## config.mk

```make
export PLATFORM = sky130hd
export DESIGN_NAME = vision_fb_scheduler_flat
export DESIGN_NICKNAME = d
export VERILOG_FILES = /design/src/rtl/vision_fb_scheduler_if.sv /design/src/rtl/vision_fb_scheduler.sv /design/src/flat_wrapper.sv
export SDC_FILE = /design/constraint.sdc
export NUM_CORES = 1
export LEC_CHECK = 0
export ABC_AREA = 0
export BUFFER_PORTS_ARGS = -buffer_cell sky130_fd_sc_hd__buf_2
export CORE_ASPECT_RATIO = 1.1
export CORE_MARGIN = 3
export CORE_UTILIZATION = 45
export CTS_CLUSTER_DIAMETER = 100
export DETAILED_ROUTE_END_ITERATION = 7
export PLACE_DENSITY = 0.81
export SYNTH_ARGS = -nofsm -noshare
export SYNTH_HDL_FRONTEND = slang
export SYNTH_SLANG_ARGS = --single-unit
```

## constraint.sdc

```tcl
create_clock -name clk -period 2.3 [get_ports clk]
set_clock_uncertainty 0.2 [all_clocks]
set_input_delay 0.115 -clock clk [delete_from_list [all_inputs] [get_ports clk]]
set_output_delay 0.115 -clock clk [all_outputs]
set_load 0.02 [all_outputs]
```

## src/rtl/vision_fb_scheduler_if.sv

```systemverilog
// Camera/display DMA handshake bundle for vision_fb_scheduler.
// The master modport is the DMA side and the slave modport is the scheduler side.
interface vision_fb_scheduler_if;
  logic        cam_req;
  logic        cam_ack;
  logic [31:0] cam_base_addr;
  logic        cam_done;
  logic        disp_req;
  logic        disp_ack;
  logic [31:0] disp_base_addr;
  logic        disp_new;
  logic        disp_done;

  modport master (
    output cam_req, cam_done, disp_req, disp_done,
    input  cam_ack, cam_base_addr, disp_ack, disp_base_addr, disp_new
  );

  modport slave (
    input  cam_req, cam_done, disp_req, disp_done,
    output cam_ack, cam_base_addr, disp_ack, disp_base_addr, disp_new
  );
endinterface

```

## src/rtl/vision_fb_scheduler.sv

```systemverilog
// Triple-buffer frame scheduler between a camera writer and a display reader.
// Defining FB_SCHED_FREEZE_EN adds the i_freeze input; while it is high, commits are discarded.
module vision_fb_scheduler #(
  parameter logic [31:0] BUF_BASE   = 32'h0100_0000,
  parameter logic [31:0] BUF_STRIDE = 32'h0080_0000
) (
  input  logic                        clk,
  input  logic                        rstn,
  input  logic                        i_enable,
`ifdef FB_SCHED_FREEZE_EN
  input  logic                        i_freeze,
`endif
  vision_fb_scheduler_if.slave        fb,
  output logic [15:0]                 drop_cnt,
  output logic [15:0]                 repeat_cnt,
  output logic                        seq_err
);

  typedef enum logic {IDLE = 1'b0, ACTIVE = 1'b1} side_state_e;

  side_state_e cam_state_q, cam_state_d;
  side_state_e disp_state_q, disp_state_d;
  logic [1:0]  w_idx_q, w_idx_d, r_idx_q, r_idx_d, d_idx_q, d_idx_d;
  logic        r_valid_q, r_valid_d, d_valid_q, d_valid_d;
  logic        cam_ack_q, cam_ack_d, disp_ack_q, disp_ack_d;
  logic        disp_new_q, disp_new_d;
  logic [31:0] cam_addr_q, cam_addr_d, disp_addr_q, disp_addr_d;
  logic [15:0] drop_q, drop_d, repeat_q, repeat_d;
  logic        seq_err_q, seq_err_d;
  logic        freeze, cam_grant, commit, disp_grant;

`ifdef FB_SCHED_FREEZE_EN
  assign freeze = i_freeze;
`else
  assign freeze = 1'b0;
`endif

  function automatic logic [31:0] addr_of(input logic [1:0] idx);
    logic [31:0] a;
    case (idx)
      2'd0:    a = BUF_BASE;
      2'd1:    a = BUF_BASE + BUF_STRIDE;
      default: a = BUF_BASE + {BUF_STRIDE[30:0], 1'b0};
    endcase
    return a;
  endfunction

  assign cam_grant  = (cam_state_q == IDLE) && fb.cam_req && i_enable;
  assign commit     = (cam_state_q == ACTIVE) && fb.cam_done;
  assign disp_grant = (disp_state_q == IDLE) && fb.disp_req && i_enable;

  always_comb begin
    cam_state_d  = cam_state_q;
    disp_state_d = disp_state_q;
    w_idx_d      = w_idx_q;
    r_idx_d      = r_idx_q;
    d_idx_d      = d_idx_q;
    r_valid_d    = r_valid_q;
    d_valid_d    = d_valid_q;
    cam_ack_d    = 1'b0;
    disp_ack_d   = 1'b0;
    disp_new_d   = disp_new_q;
    cam_addr_d   = cam_addr_q;
    disp_addr_d  = disp_addr_q;
    drop_d       = drop_q;
    repeat_d     = repeat_q;
    seq_err_d    = seq_err_q;

    if (cam_grant) begin
      cam_state_d = ACTIVE;
      cam_ack_d   = 1'b1;
      cam_addr_d  = addr_of(w_idx_q);
    end

    // The commit is resolved first so a same-cycle display grant sees the fresh frame.
    if (commit) begin
      cam_state_d = IDLE;
      if (!freeze) begin
        w_idx_d   = r_idx_q;
        r_idx_d   = w_idx_q;
        r_valid_d = 1'b1;
        if (r_valid_q && (drop_q != 16'hFFFF)) begin
          drop_d = drop_q + 16'd1;
        end
      end
    end

    if (disp_grant) begin
      disp_state_d = ACTIVE;
      disp_ack_d   = 1'b1;
      if (r_valid_d && !freeze) begin
        d_idx_d    = r_idx_d;
        r_idx_d    = d_idx_q;
        r_valid_d  = 1'b0;
        d_valid_d  = 1'b1;
        disp_new_d = 1'b1;
      end else begin
        disp_new_d = 1'b0;
        if (d_valid_q && (repeat_q != 16'hFFFF)) begin
          repeat_d = repeat_q + 16'd1;
        end
      end
      disp_addr_d = addr_of(d_idx_d);
    end

    if ((disp_state_q == ACTIVE) && fb.disp_done) begin
      disp_state_d = IDLE;
    end

    if ((fb.cam_done && (cam_state_q != ACTIVE)) ||
        (fb.disp_done && (disp_state_q != ACTIVE))) begin
      seq_err_d = 1'b1;
    end
  end

  always_ff @(posedge clk or negedge rstn) begin
    if (!rstn) begin
      cam_state_q  <= IDLE;
      disp_state_q <= IDLE;
      d_idx_q      <= 2'd0;
      w_idx_q      <= 2'd1;
      r_idx_q      <= 2'd2;
      r_valid_q    <= 1'b0;
      d_valid_q    <= 1'b0;
      cam_ack_q    <= 1'b0;
      disp_ack_q   <= 1'b0;
      disp_new_q   <= 1'b0;
      cam_addr_q   <= BUF_BASE + BUF_STRIDE;
      disp_addr_q  <= BUF_BASE;
      drop_q       <= 16'd0;
      repeat_q     <= 16'd0;
      seq_err_q    <= 1'b0;
    end else begin
      cam_state_q  <= cam_state_d;
      disp_state_q <= disp_state_d;
      d_idx_q      <= d_idx_d;
      w_idx_q      <= w_idx_d;
      r_idx_q      <= r_idx_d;
      r_valid_q    <= r_valid_d;
      d_valid_q    <= d_valid_d;
      cam_ack_q    <= cam_ack_d;
      disp_ack_q   <= disp_ack_d;
      disp_new_q   <= disp_new_d;
      cam_addr_q   <= cam_addr_d;
      disp_addr_q  <= disp_addr_d;
      drop_q       <= drop_d;
      repeat_q     <= repeat_d;
      seq_err_q    <= seq_err_d;
    end
  end

  assign fb.cam_ack        = cam_ack_q;
  assign fb.cam_base_addr  = cam_addr_q;
  assign fb.disp_ack       = disp_ack_q;
  assign fb.disp_base_addr = disp_addr_q;
  assign fb.disp_new       = disp_new_q;
  assign drop_cnt          = drop_q;
  assign repeat_cnt        = repeat_q;
  assign seq_err           = seq_err_q;

endmodule

```

## src/flat_wrapper.sv

```systemverilog
// flat-port wrapper written by rule: the top's interface ports become plain ports
module vision_fb_scheduler_flat 
#(
  parameter logic [31:0] BUF_BASE   = 32'h0100_0000,
  parameter logic [31:0] BUF_STRIDE = 32'h0080_0000
)
  (clk, rstn, i_enable, drop_cnt, repeat_cnt, seq_err, fb_cam_req, fb_cam_done, fb_disp_req, fb_disp_done, fb_cam_ack, fb_cam_base_addr, fb_disp_ack, fb_disp_base_addr, fb_disp_new);
  vision_fb_scheduler_if fb_i ();
  input  logic clk;
  input  logic rstn;
  input  logic i_enable;
  output logic [15:0] drop_cnt;
  output logic [15:0] repeat_cnt;
  output logic seq_err;
  input wire logic [$bits(fb_i.cam_req)-1:0] fb_cam_req;
  input wire logic [$bits(fb_i.cam_done)-1:0] fb_cam_done;
  input wire logic [$bits(fb_i.disp_req)-1:0] fb_disp_req;
  input wire logic [$bits(fb_i.disp_done)-1:0] fb_disp_done;
  output wire logic [$bits(fb_i.cam_ack)-1:0] fb_cam_ack;
  output wire logic [$bits(fb_i.cam_base_addr)-1:0] fb_cam_base_addr;
  output wire logic [$bits(fb_i.disp_ack)-1:0] fb_disp_ack;
  output wire logic [$bits(fb_i.disp_base_addr)-1:0] fb_disp_base_addr;
  output wire logic [$bits(fb_i.disp_new)-1:0] fb_disp_new;
  assign fb_i.cam_req = fb_cam_req;
  assign fb_i.cam_done = fb_cam_done;
  assign fb_i.disp_req = fb_disp_req;
  assign fb_i.disp_done = fb_disp_done;
  assign fb_cam_ack = fb_i.cam_ack;
  assign fb_cam_base_addr = fb_i.cam_base_addr;
  assign fb_disp_ack = fb_i.disp_ack;
  assign fb_disp_base_addr = fb_i.disp_base_addr;
  assign fb_disp_new = fb_i.disp_new;
  vision_fb_scheduler #(.BUF_BASE(BUF_BASE), .BUF_STRIDE(BUF_STRIDE)) u_core (.clk(clk), .rstn(rstn), .i_enable(i_enable), .fb(fb_i), .drop_cnt(drop_cnt), .repeat_cnt(repeat_cnt), .seq_err(seq_err));
endmodule
```

### After elaboration in Yosys (flattened, before gate mapping)

Index checks and enable logic that the tools add are counted.

| storage, ports and cells | value |
|---|---|
| register bits after elaboration | 110 |
| input port bits | 7 |
| output and inout port bits | 100 |

| operators by class | value |
|---|---|
| add/subtract/negate cells | 2 |
| equality and inequality tests | 4 |
| mux-type cells | 16 |
| bitwise logic cells | 3 |
| reduce and logical (&&, ||, !) cells | 18 |

Operator list:

| cell | number |
|---|---|
| case mux 26 bit (2 select lines) | 2 |
| adder 16 x 1 -> 16 bit (second input constant) | 2 |
| inequality test 16 bit (second input constant) | 2 |
| logical AND 1 bit | 10 |
| 2-to-1 mux 2 bit | 5 |
| 2-to-1 mux 1 bit | 9 |
| == test 2 x 1 -> 1 bit (second input constant) | 2 |
| logical NOT 2 bit | 2 |
| AND reduction 2 bit | 2 |
| nonzero test 2 bit | 2 |
| NOT 1 bit | 3 |
| AND reduction 3 bit | 1 |
| logical OR 1 bit | 1 |

### Depth between registers and ports, before layout

Gate-level depths: netlist (run 1).

| logic depth | value |
|---|---|
| depth after elaboration | 6 |
| gate-level depth with buffers | 6 |
| mapped depth without buffers | 5 |

### Worst setup path before layout (run 1)

OpenSTA, ideal clock, no wires.

| timing path | value |
|---|---|
| path type | register -> register |
| start point | register u_core.repeat_q[0] (netlist: u_core.repeat_cnt[0]) |
| end point | register u_core.repeat_q[7] (netlist: u_core.repeat_cnt[7]) |
| setup time | 0.138 ns |
| data arrival time | 1.627 ns |
| path slack | 0.335 ns |
| stages on the path, launching flop included | 7 |
| clock period less this slack | 1.965 ns |
| cell sequence | dfrtp_1 -> ha_1 -> nand4_1 -> nor4_1 -> buf_2 -> nor4_1 -> xor2_1 |

| on the way | value |
|---|---|
| word-level cells in the longest chain between the ends | 3 |
| elaborated cells on any way between the ends | 4 |
| those cells by class | 1 x add/sub; 1 x eq/ne; 2 x reduce/logical |

RTL lines:

| item | line | text |
|---|---|---|
| start, declared | vision_fb_scheduler.sv:28 | `logic [15:0] drop_q, drop_d, repeat_q, repeat_d;` |
| start signal, assigned | vision_fb_scheduler.sv:147 | `repeat_q <= repeat_d;` |
| branches (longest 3 deep; another with adder 16 x 1 -> 16 bit) | -- |  |

Parallel ways; which one is timed is not known.
A chain may end at the register's enable or synchronous reset.

### Worst setup path after layout (run 1)

| timing path | value |
|---|---|
| start point | register u_core.drop_q[0] (netlist: u_core.drop_cnt[0]) |
| end point | register u_core.drop_q[4] (netlist: u_core.drop_cnt[4]) |

| on the way | value |
|---|---|
| word-level cells in the longest chain between the ends | 3 |
| elaborated cells on any way between the ends | 4 |
| those cells by class | 1 x add/sub; 1 x eq/ne; 2 x reduce/logical |

RTL lines:

| item | line | text |
|---|---|---|
| start, declared | vision_fb_scheduler.sv:28 |  |
| start signal, assigned | vision_fb_scheduler.sv:146 | `drop_q <= drop_d;` |
| branches (longest 3 deep; another with adder 16 x 1 -> 16 bit) | -- |  |

Parallel ways; which one is timed is not known.

==> flow_summary.toml, run 1 <==
[finish]
drive_gt1_share_pct = 25.1
finalNetCount = 342
post-route-cell-area_mm2 = 0.00314
antenna_cells = 0
finalNonFillerCells = 411
syn2layout_area_growth_pct = 9.86

[clock_network]
clk_path_buf_depth = 2
cts-resized-gates = 0
cts_buffers = 5
post-cts-setup-buffer-count = 0
cts_tree = "built"
cts.clk_slew.worst_paths_ns = 0.09
htreeDepth = 2
cts-root-buf = "clkbuf_8"
cts_hold_buf = 4
cts.sinks = 52
clk-insertion-delay-late_ns = 0.31

[drt]
routed_wl_um = 5470
drt-pass1-iter-count = 4
ant_nets = 0
viasPerCell = 4.90
vias = 2014
drc = 0
drt-initial-drc-count = 62
post_drt_wl_per_cell_um = 13.3

[die]
die_width_um = 81.9
ios = 107
initial_core_util_pct = 48.0
dieArea_mm2 = 0.00733
chipHeight_um = 89.5
core-area_mm2 = 0.00595
std_cell_rows = 29

[worst_setup_path]
crit_chain = "ha_1 -> nand4_1 -> nor4_1 -> buf_4 -> nor4b_1 -> xor2_1"
worstRegToRegCells = 6
crit_path_start_kind = "flip-flop"
max_stage_delay_ns = 0.51
cp.arrival_ns = 2.03
r2r-start = "u_core.drop_cnt[0]$_DFFE_PN0P_"
r2r_end = "u_core.drop_cnt[4]$_DFFE_PN0P_"
critPathRequiredTime_ns = 2.27
cp_max_fo = 8
reg2reg_slack_ns = 0.24
cpMaxStageDelayCell = "nor4_1"
end_kind = "flip-flop"
criticalPathCategory = "flip-flop to flip-flop"

[min_path]
worstHoldStart = "fb_disp_req"
whs_path_depth = 3
hp-class = "input pin to flip-flop"
min_to = "u_core.fb.disp_base_addr[23]$_DFFE_PN0P_"

[sta]
setup_slack_ns = 0.241
rsz0062_at_grt = "false"
hold_viol = 0
max_freq_ghz = 0.486
tightest_slew_ns = 0.650
period_share_pct = 89.5
finalMaxSlewViolations = 0
slew_headroom_pct = 56.3
period_minus_slack_ns = 2.06
finalSetupTns_ns = 0
setup_viol = 0

[yosys]
synth_fa_ha_area_share_pct = 0.877
yosysSeqAreaShare_pct = 45.8
synth_top_family_by_area = "simple AND/OR/NAND/NOR gates"
syn_inst = 276
synth_most_common_cell = "buf_4"
synthTopCellsByCount = "58 x buf_4, 47 x dfrtp_1, 25 x xor2_1, 24 x nand2_1, 13 x nand4_1"
ys.flop_type = "dfrtp_1"
yosys_warnings = 0
synth_edf_count = 0
synth_largest_area_cell = "dfrtp_1"
synth-simple-area-share_pct = 21.0
yosys.cell_types.count = 42
synth_top_area_share_pct = 41.2
synth_area_mm2 = 0.00285
synth.area.top_cells = "dfrtp_1 41%, buf_4 15%, xor2_1 7.7%"
synthMuxAreaShare_pct = 3.11
synth_xor_area_share_pct = 9.21
synthArstFlopShare_pct = 100
synth_compound_area_share_pct = 2.85
ys_ff_latch = 52
avgSynthCellArea_um2 = 10.3

[grt]
antenna_found_initial = 0
grt_pass1_wl_um = 8920
grt_util_all_layers_pct = 15.7
overflow = 0
grt_pass1_vias = 1889
grt_max_degree = 22

[placement]
place_congestion = 0.827
placement.io_buffers = 48
dp_cells = 399
place_area_mm2 = 0.00299
place_hpwl_um = 4020
pre_cts_ws_ns = 0.297

[pwr]
power_uw = 2640
power_density_mw_per_mm2 = 841
peakVddDrop_uv = 637
power_leakage_uw = 0.00165

[flow_run]
maxCapViolCount = 0

[status]
status = "complete, no violations"
## worst max-delay path, delay by kind of cell (launching register included)
family                   cells  cell delay [ns]
AND/OR/NAND/NOR              3             0.68
XOR/XNOR                     1             0.16
adder cells (fa/ha/maj)      1             0.21
buffers and inverters        1             0.28
flip-flops                   1             0.41
## logic make-up (layout without fill, tap and decap cells)
family	count (synthesis)	after routing
and+or+nand+nor	100	100
buffers and inverters	70	71
xor gates and xnor gates	30	30
muxes	8	8
other	1	58
AOI/OAI and AO/OA	13	13
DFF	52	52
adders and majority gates	2	2
## worst max path at each step
| stage | startpoint | endpoint | slack [ns] |
|---|---|---|---|
| 2_1_floorplan | u_core.repeat_cnt[0]$_DFFE_PN0P_ | u_core.repeat_cnt[7]$_DFFE_PN0P_ | 0.33 |
| 3_3_place_gp | u_core.repeat_cnt[0]$_DFFE_PN0P_ | u_core.repeat_cnt[1]$_DFFE_PN0P_ | 0.38 |
| 3_5_place_dp | u_core.drop_cnt[10]$_DFFE_PN0P_ | u_core.drop_cnt[6]$_DFFE_PN0P_ | 0.30 |
| 4_1_cts | u_core.drop_cnt[10]$_DFFE_PN0P_ | u_core.drop_cnt[6]$_DFFE_PN0P_ | 0.28 |
| 5_1_grt | u_core.drop_cnt[0]$_DFFE_PN0P_ | u_core.drop_cnt[8]$_DFFE_PN0P_ | 0.02 |
| 6_report | u_core.drop_cnt[0]$_DFFE_PN0P_ | u_core.drop_cnt[4]$_DFFE_PN0P_ | 0.24 |
## state kept, by name (all words and copies together) (netlist names)
register                  count
u_core.drop_cnt              16
u_core.repeat_cnt            16
u_core.fb.cam_base_addr       3
u_core.fb.disp_base_addr      3
u_core.d_idx_q                2
u_core.r_idx_q                2
u_core.w_idx_q                2
u_core.cam_state_q            1
u_core.d_valid_q              1
u_core.disp_state_q           1
u_core.fb.cam_ack             1
u_core.fb.disp_ack            1
u_core.fb.disp_new            1
u_core.r_valid_q              1
u_core.seq_err                1
## placed cells by master, fill, tap and decap left out, types with 6 or more instances in the layout
master    n
o21ai_0   7
nand3_1  11
conb_1   58
dfrtp_1  47
buf_4     6
nand2_1  24
xor2_1   25
buf_2    48
nor2_1   10
mux2_2    6
nand4_1  13
nor3_1    7
nor4_1    9
## power by group
group          internal (uW)  switching [uW]  total [uW]
registers               1120             181        1300
clock network            323             295         618
logic                    255             460         714
## layer usage
layer	part of all wire [%]	track usage (%)	routed length, um
met1	41	18.8	2260
met2	50	27.5	2720
met3	7.6	3.43	413
met4	1.3	5.59	71
met5	0	0	0
## area by class of cell
type,instances,area (um2)
Sequential cell,52,1310
Timing Repair Buffer,58,325
Clock inverter,2,35.0
Clock buffer,6,72.6
Tap cell,77,96.3
Fill cell,558,2820
Multi-Input combinational cell,211,1280
Inverter,5,18.8
## per-stage QoR
stage                     hold WS (ns)  utilization [%]
after floorplan                 -0.381                -
after global placement          -0.150             50.2
after detailed placement        -0.141             50.2
after CTS                     0.000519             52.7
after global routing            0.0470             52.7
final                          0.00734             52.7
No activity file was read; power rests on OpenSTA's default activity.
==> run 2, diff against run 1 <==
- CELL_PAD_IN_SITES_DETAIL_PLACEMENT: default -> 1
- CELL_PAD_IN_SITES_GLOBAL_PLACEMENT: default -> 1
- CORE_UTILIZATION: 45 -> 37
- PLACE_DENSITY: 0.81 -> 0.87
==> run 2 against run 1 <==
Via count fell by 1.4%. Routed wire length rose by 12%. Utilization fell by 9.2 points. Count of clock-buffer cells in the layout fell by 1. Setup slack improved by 0.082 ns. Power fell by 2.8%. Largest cell class unchanged. Largest power group unchanged. Clock power fell by 13%. Cell area rose by 0.52%. Fmax rose by 4.1%. Register-to-register slack improved by 0.08 ns. Sequential share of layout area fell by 0.22 points. Sequential power barely moved.
==> flow_summary.toml, run 2 (synthesis results as in run 1) <==
[status]
status = "complete, no violations"

[worst_setup_path]
critPathRequiredTime_ns = 2.29
criticalPathCategory = "flip-flop to flip-flop"
crit_path_start_kind = "flip-flop"
path_delay_family = "simple AND/OR/NAND/NOR gates"
cpMaxStageDelayCell = "dfrtp_1"
worst-path-buf-inv = 1
end_kind = "flip-flop"
cp_max_fo = 11
crit_chain = "ha_1 -> nand4_1 -> nor4_1 -> buf_4 -> and4bb_2 -> xor2_1"
max_stage_delay_ns = 0.43
cp.arrival_ns = 1.97

[clock_network]
post-cts-setup-buffer-count = 0
cts.sinks = 52
cts_buffers = 5
htreeDepth = 2
clk-insertion-delay-late_ns = 0.30
cts_tree = "built"
cts.clk_slew.worst_paths_ns = 0.11
clk_path_buf_depth = 2
cts-root-buf = "clkbuf_8"
cts_hold_buf = 4
cts-resized-gates = 0

[die]
core-area_mm2 = 0.00725
std_cell_rows = 32
initial_core_util_pct = 39.4
dieArea_mm2 = 0.00880
die_width_um = 89.7
ios = 107
chipHeight_um = 98.1

[sta]
slew_headroom_pct = 56.8
finalSetupTns_ns = 0
max_freq_ghz = 0.506
tightest_slew_ns = 0.648
setup_viol = 0
rsz0062_at_grt = "false"
period_minus_slack_ns = 1.98
finalMaxSlewViolations = 0
setup_slack_ns = 0.323
period_share_pct = 85.9
hold_viol = 0

[finish]
drive_gt1_share_pct = 25.0
syn2layout_area_growth_pct = 10.4
finalNetCount = 340
seq_area_mm2 = 0.00131
multi_input_area_mm2 = 0.00128
antenna_cells = 0
finalNonFillerCells = 434
fill_cells = 851
mostFrequentLayoutCells = "58 x conb_1, 48 x buf_2, 47 x dfrtp_1"
final_common_cell = "conb_1"

[grt]
antenna_found_initial = 0
grt_max_degree = 28
grt_pass1_wl_um = 10100
grt_util_all_layers_pct = 13.6
grt_pass1_vias = 2026
overflow = 0

[placement]
placement.io_buffers = 48
pre_cts_ws_ns = 0.333
dp_cells = 422
place_hpwl_um = 4760
place_congestion = 0.823

[drt]
drt-pass1-iter-count = 4
ant_nets = 0
post_drt_wl_per_cell_um = 14.1
drt-initial-drc-count = 46
drc = 0
viasPerCell = 4.57
vias = 1985
routed_wl_um = 6130

[pwr]
peakVddDrop_uv = 612
power_density_mw_per_mm2 = 813
power_leakage_uw = 0.00164

[flow_run]
maxCapViolCount = 0

[min_path]
hp-class = "input pin to flip-flop"
run 2: cell count changes in the layout (fill, tap and decap cells not counted), sizes merged:
cell | previous run | this run
inv | 5 | 6
buf | 54 | 52
clkbuf | 6 | 5
clkinv | 1 | 2
bufinv | 1 | 0
run 2: through the flow:
step / utilization (%) / power (uW) / hold WS, ns / area [um2]
5_1_grt: 43.5 / 2730 / 0.0381 / 3150
4_1_cts: 43.5 / 2610 / 0.00653 / 3150
2_1_floorplan: - / 1870 / -0.381 / 3070
3_3_place_gp: 41.6 / 2010 / -0.0359 / 3020
3_5_place_dp: 41.6 / 2050 / -0.0216 / 3020
6_report: 43.5 / 2560 / 0.00850 / 3150
run 2: final cells by class:
class,count,area share (%)
sequential,52,41.5
multi-input combinational,211,40.6
timing repair buffer,56,10.2
tap,102,4.05
clock buffer,5,2.18
clock inverter,3,0.834
inverter,5,0.595
run 2: worst reg2reg max path, cell delays in order (launching register included):
cell	delay, ns
dfrtp_1	0.43
ha_1	0.23
nand4_1	0.09
nor4_1	0.28
buf_4	0.24
and4bb_2	0.25
xor2_1	0.14
run 2: path summary, 6_finish.rpt:
path                                                          start                                  endpoint  slack [ns]  cells past startpoint
min                                                     fb_disp_req           u_core.disp_state_q$_DFFE_PN0P_       0.008                      3
min reg2reg                u_core.fb.disp_base_addr[25]$_DFFE_PN0P_  u_core.fb.disp_base_addr[25]$_DFFE_PN0P_        0.28                      2
max                                  u_core.drop_cnt[0]$_DFFE_PN0P_           u_core.drop_cnt[13]$_DFFE_PN0P_        0.32                      6
max in group asynchronous                                      rstn          u_core.repeat_cnt[9]$_DFFE_PN0P_        1.15                      3
max reg2reg                          u_core.drop_cnt[0]$_DFFE_PN0P_           u_core.drop_cnt[13]$_DFFE_PN0P_        0.32                      6
min in group asynchronous                                      rstn               u_core.fb.cam_ack$_DFF_PN0_        0.16                      2
run 2: per-layer routing:
layer / vias to the layer above / GRT usage, % / share of wire, % / wire length, um
met3: 2 / 2.62 / 5.5 / 336
met2: 76 / 23.1 / 50 / 3070
li1: 939 / - / - / -
met1: 968 / 18.4 / 44 / 2700
met4: 0 / 2.48 / 0.31 / 19
met5: - / 0 / 0 / 0
run 2: power breakdown:
group | internal [uW] | switching (uW)
clock network | 222 | 315
logic | 256 | 465
registers | 1120 | 181
==> run 3, diff against run 2 <==
- CORE_UTILIZATION: 37 -> 33
- PLACE_DENSITY: 0.87 -> 0.83
- clock period: 2.3 -> 1.61 ns (I/O delays scaled with it)
==> run 3 against run 2 <==
Utilization up 6.8 points. Setup slack worse by 0.53 ns. Cell area rose by 30%. The run now ends with setup timing left. Sequential share of layout area is 9.0 points lower. Non-clock buffer count grew 76. Critical endpoint unchanged. Routed wire length increased by 41%. Cell count up 19%.
==> flow_summary.toml, run 3 (synthesis results as in run 1) <==
[worst_setup_path]
cp_max_fo = 5
critPathRequiredTime_ns = 1.61
crit_path_start_kind = "flip-flop"
cp.arrival_ns = 1.81
criticalPathCategory = "flip-flop to flip-flop"
end_kind = "flip-flop"

[min_path]
hp-class = "input pin to flip-flop"

[placement]
place_congestion = 0.781
place_hpwl_um = 5830
dp_cells = 487
placement.io_buffers = 48

[clock_network]
htreeDepth = 2
cts-root-buf = "clkbuf_8"
cts_buffers = 5
cts.clk_slew.worst_paths_ns = 0.10
clk-insertion-delay-late_ns = 0.32
cts_tree = "built"
cts.sinks = 52
clk_path_buf_depth = 2

[grt]
grt_util_all_layers_pct = 17.2
grt_pass1_wl_um = 13500
overflow = 0
antenna_found_initial = 0
grt_max_degree = 23
grt_pass1_vias = 2603

[drt]
vias = 2364
ant_nets = 0
drt-pass1-iter-count = 4
routed_wl_um = 8620
post_drt_wl_per_cell_um = 16.7
viasPerCell = 4.58
drt-initial-drc-count = 68
drc = 0

[sta]
period_share_pct = 113
finalMaxSlewViolations = 0
whs_ns = 0.0196
period_minus_slack_ns = 1.81
hold_viol = 0
setup_slack_ns = -0.202
rsz0062_at_grt = "true"
setup_viol = 29
max_freq_ghz = 0.552

[die]
die_width_um = 94.7
ios = 107
chipHeight_um = 104
core-area_mm2 = 0.00817
initial_core_util_pct = 34.9
dieArea_mm2 = 0.00980
std_cell_rows = 34

[pwr]
power_leakage_uw = 0.00205
peakVddDrop_uv = 646
power_uw = 4260
power_density_mw_per_mm2 = 1040

[finish]
mostFrequentLayoutCells = "69 x buf_4, 58 x conb_1, 49 x buf_2"
fill_cells = 944
finalNonFillerCells = 516
syn2layout_area_growth_pct = 44.0
antenna_cells = 0
drive_gt1_share_pct = 52.9
finalNetCount = 416
final_common_cell = "buf_4"

[flow_run]
maxCapViolCount = 0

[status]
status = "finished with violations"
violations = "setup timing"
run 3: stage by stage:
stage	instance area, um2	worst slack, ns	TNS, ns	util, %
2_1_floorplan	3220	-0.122	-1.57	-
6_report	4110	-0.202	-3.67	50.3
5_1_grt	4110	-0.265	-5.77	50.3
3_3_place_gp	3600	-0.0874	-1.25	44.0
4_1_cts	4040	-0.164	-2.73	49.5
3_5_place_dp	3600	-0.198	-2.62	44.0
run 3: layout make-up:
cell class | count | area, um2 | share of cell area, %
tap | 108 | 135 | 3.29
clock buffer | 6 | 82.6 | 2.01
sequential | 52 | 1340 | 32.5
inverter | 5 | 18.8 | 0.457
multi-input combinational | 211 | 1600 | 39.0
clock inverter | 2 | 10.0 | 0.244
timing repair buffer | 132 | 923 | 22.5
run 3: where the power goes:
| part | switching (uW) | internal [uW] |
|---|---|---|
| registers | 247 | 1620 |
| clock network | 456 | 345 |
| logic | 891 | 701 |
| total | 1590 | 2670 |
run 3: worst paths after layout:
check / start / end / slack (ns) / depth (start not counted)
worst max-delay path: u_core.drop_cnt[6]$_DFFE_PN0P_ / u_core.drop_cnt[13]$_DFFE_PN0P_ / -0.20 / 5
worst min-delay path: fb_disp_req / u_core.fb.disp_ack$_DFF_PN0_ / 0.02 / 4
worst max register to register: u_core.drop_cnt[6]$_DFFE_PN0P_ / u_core.drop_cnt[13]$_DFFE_PN0P_ / -0.20 / 5
worst min register to register: u_core.fb.cam_base_addr[24]$_DFFE_PN1P_ / u_core.fb.cam_base_addr[24]$_DFFE_PN1P_ / 0.29 / 2
max in group asynchronous: rstn / u_core.repeat_cnt[1]$_DFFE_PN0P_ / 0.58 / 3
min in group asynchronous: rstn / u_core.drop_cnt[2]$_DFFE_PN0P_ / 0.04 / 2
run 3: timing repair:
item                       in CTS  in global routing
gates cloned                    2                  0
resized for setup              41                 12
hold buffers                    5                  0
buffers inserted               12                  5
hold endpoints to repair       53                  0
setup endpoints to repair      31                 37
pin swaps                      19                 15
run 3: worst max-delay path, stage by stage (launching register included):
cell      delay (ns)
dfrtp_2         0.40
nand4_1         0.16
nor4_2          0.36
buf_4           0.21
and4bb_2        0.23
xor2_1          0.14
run 3: metal layers:
metal	global-route usage [%]	vias up	part of all wire, %
met1	19.5	1194	39
li1	-	1094	-
met3	3.19	6	4.3
met2	32.8	70	56
met4	3.30	0	0.82
met5	0	-	0
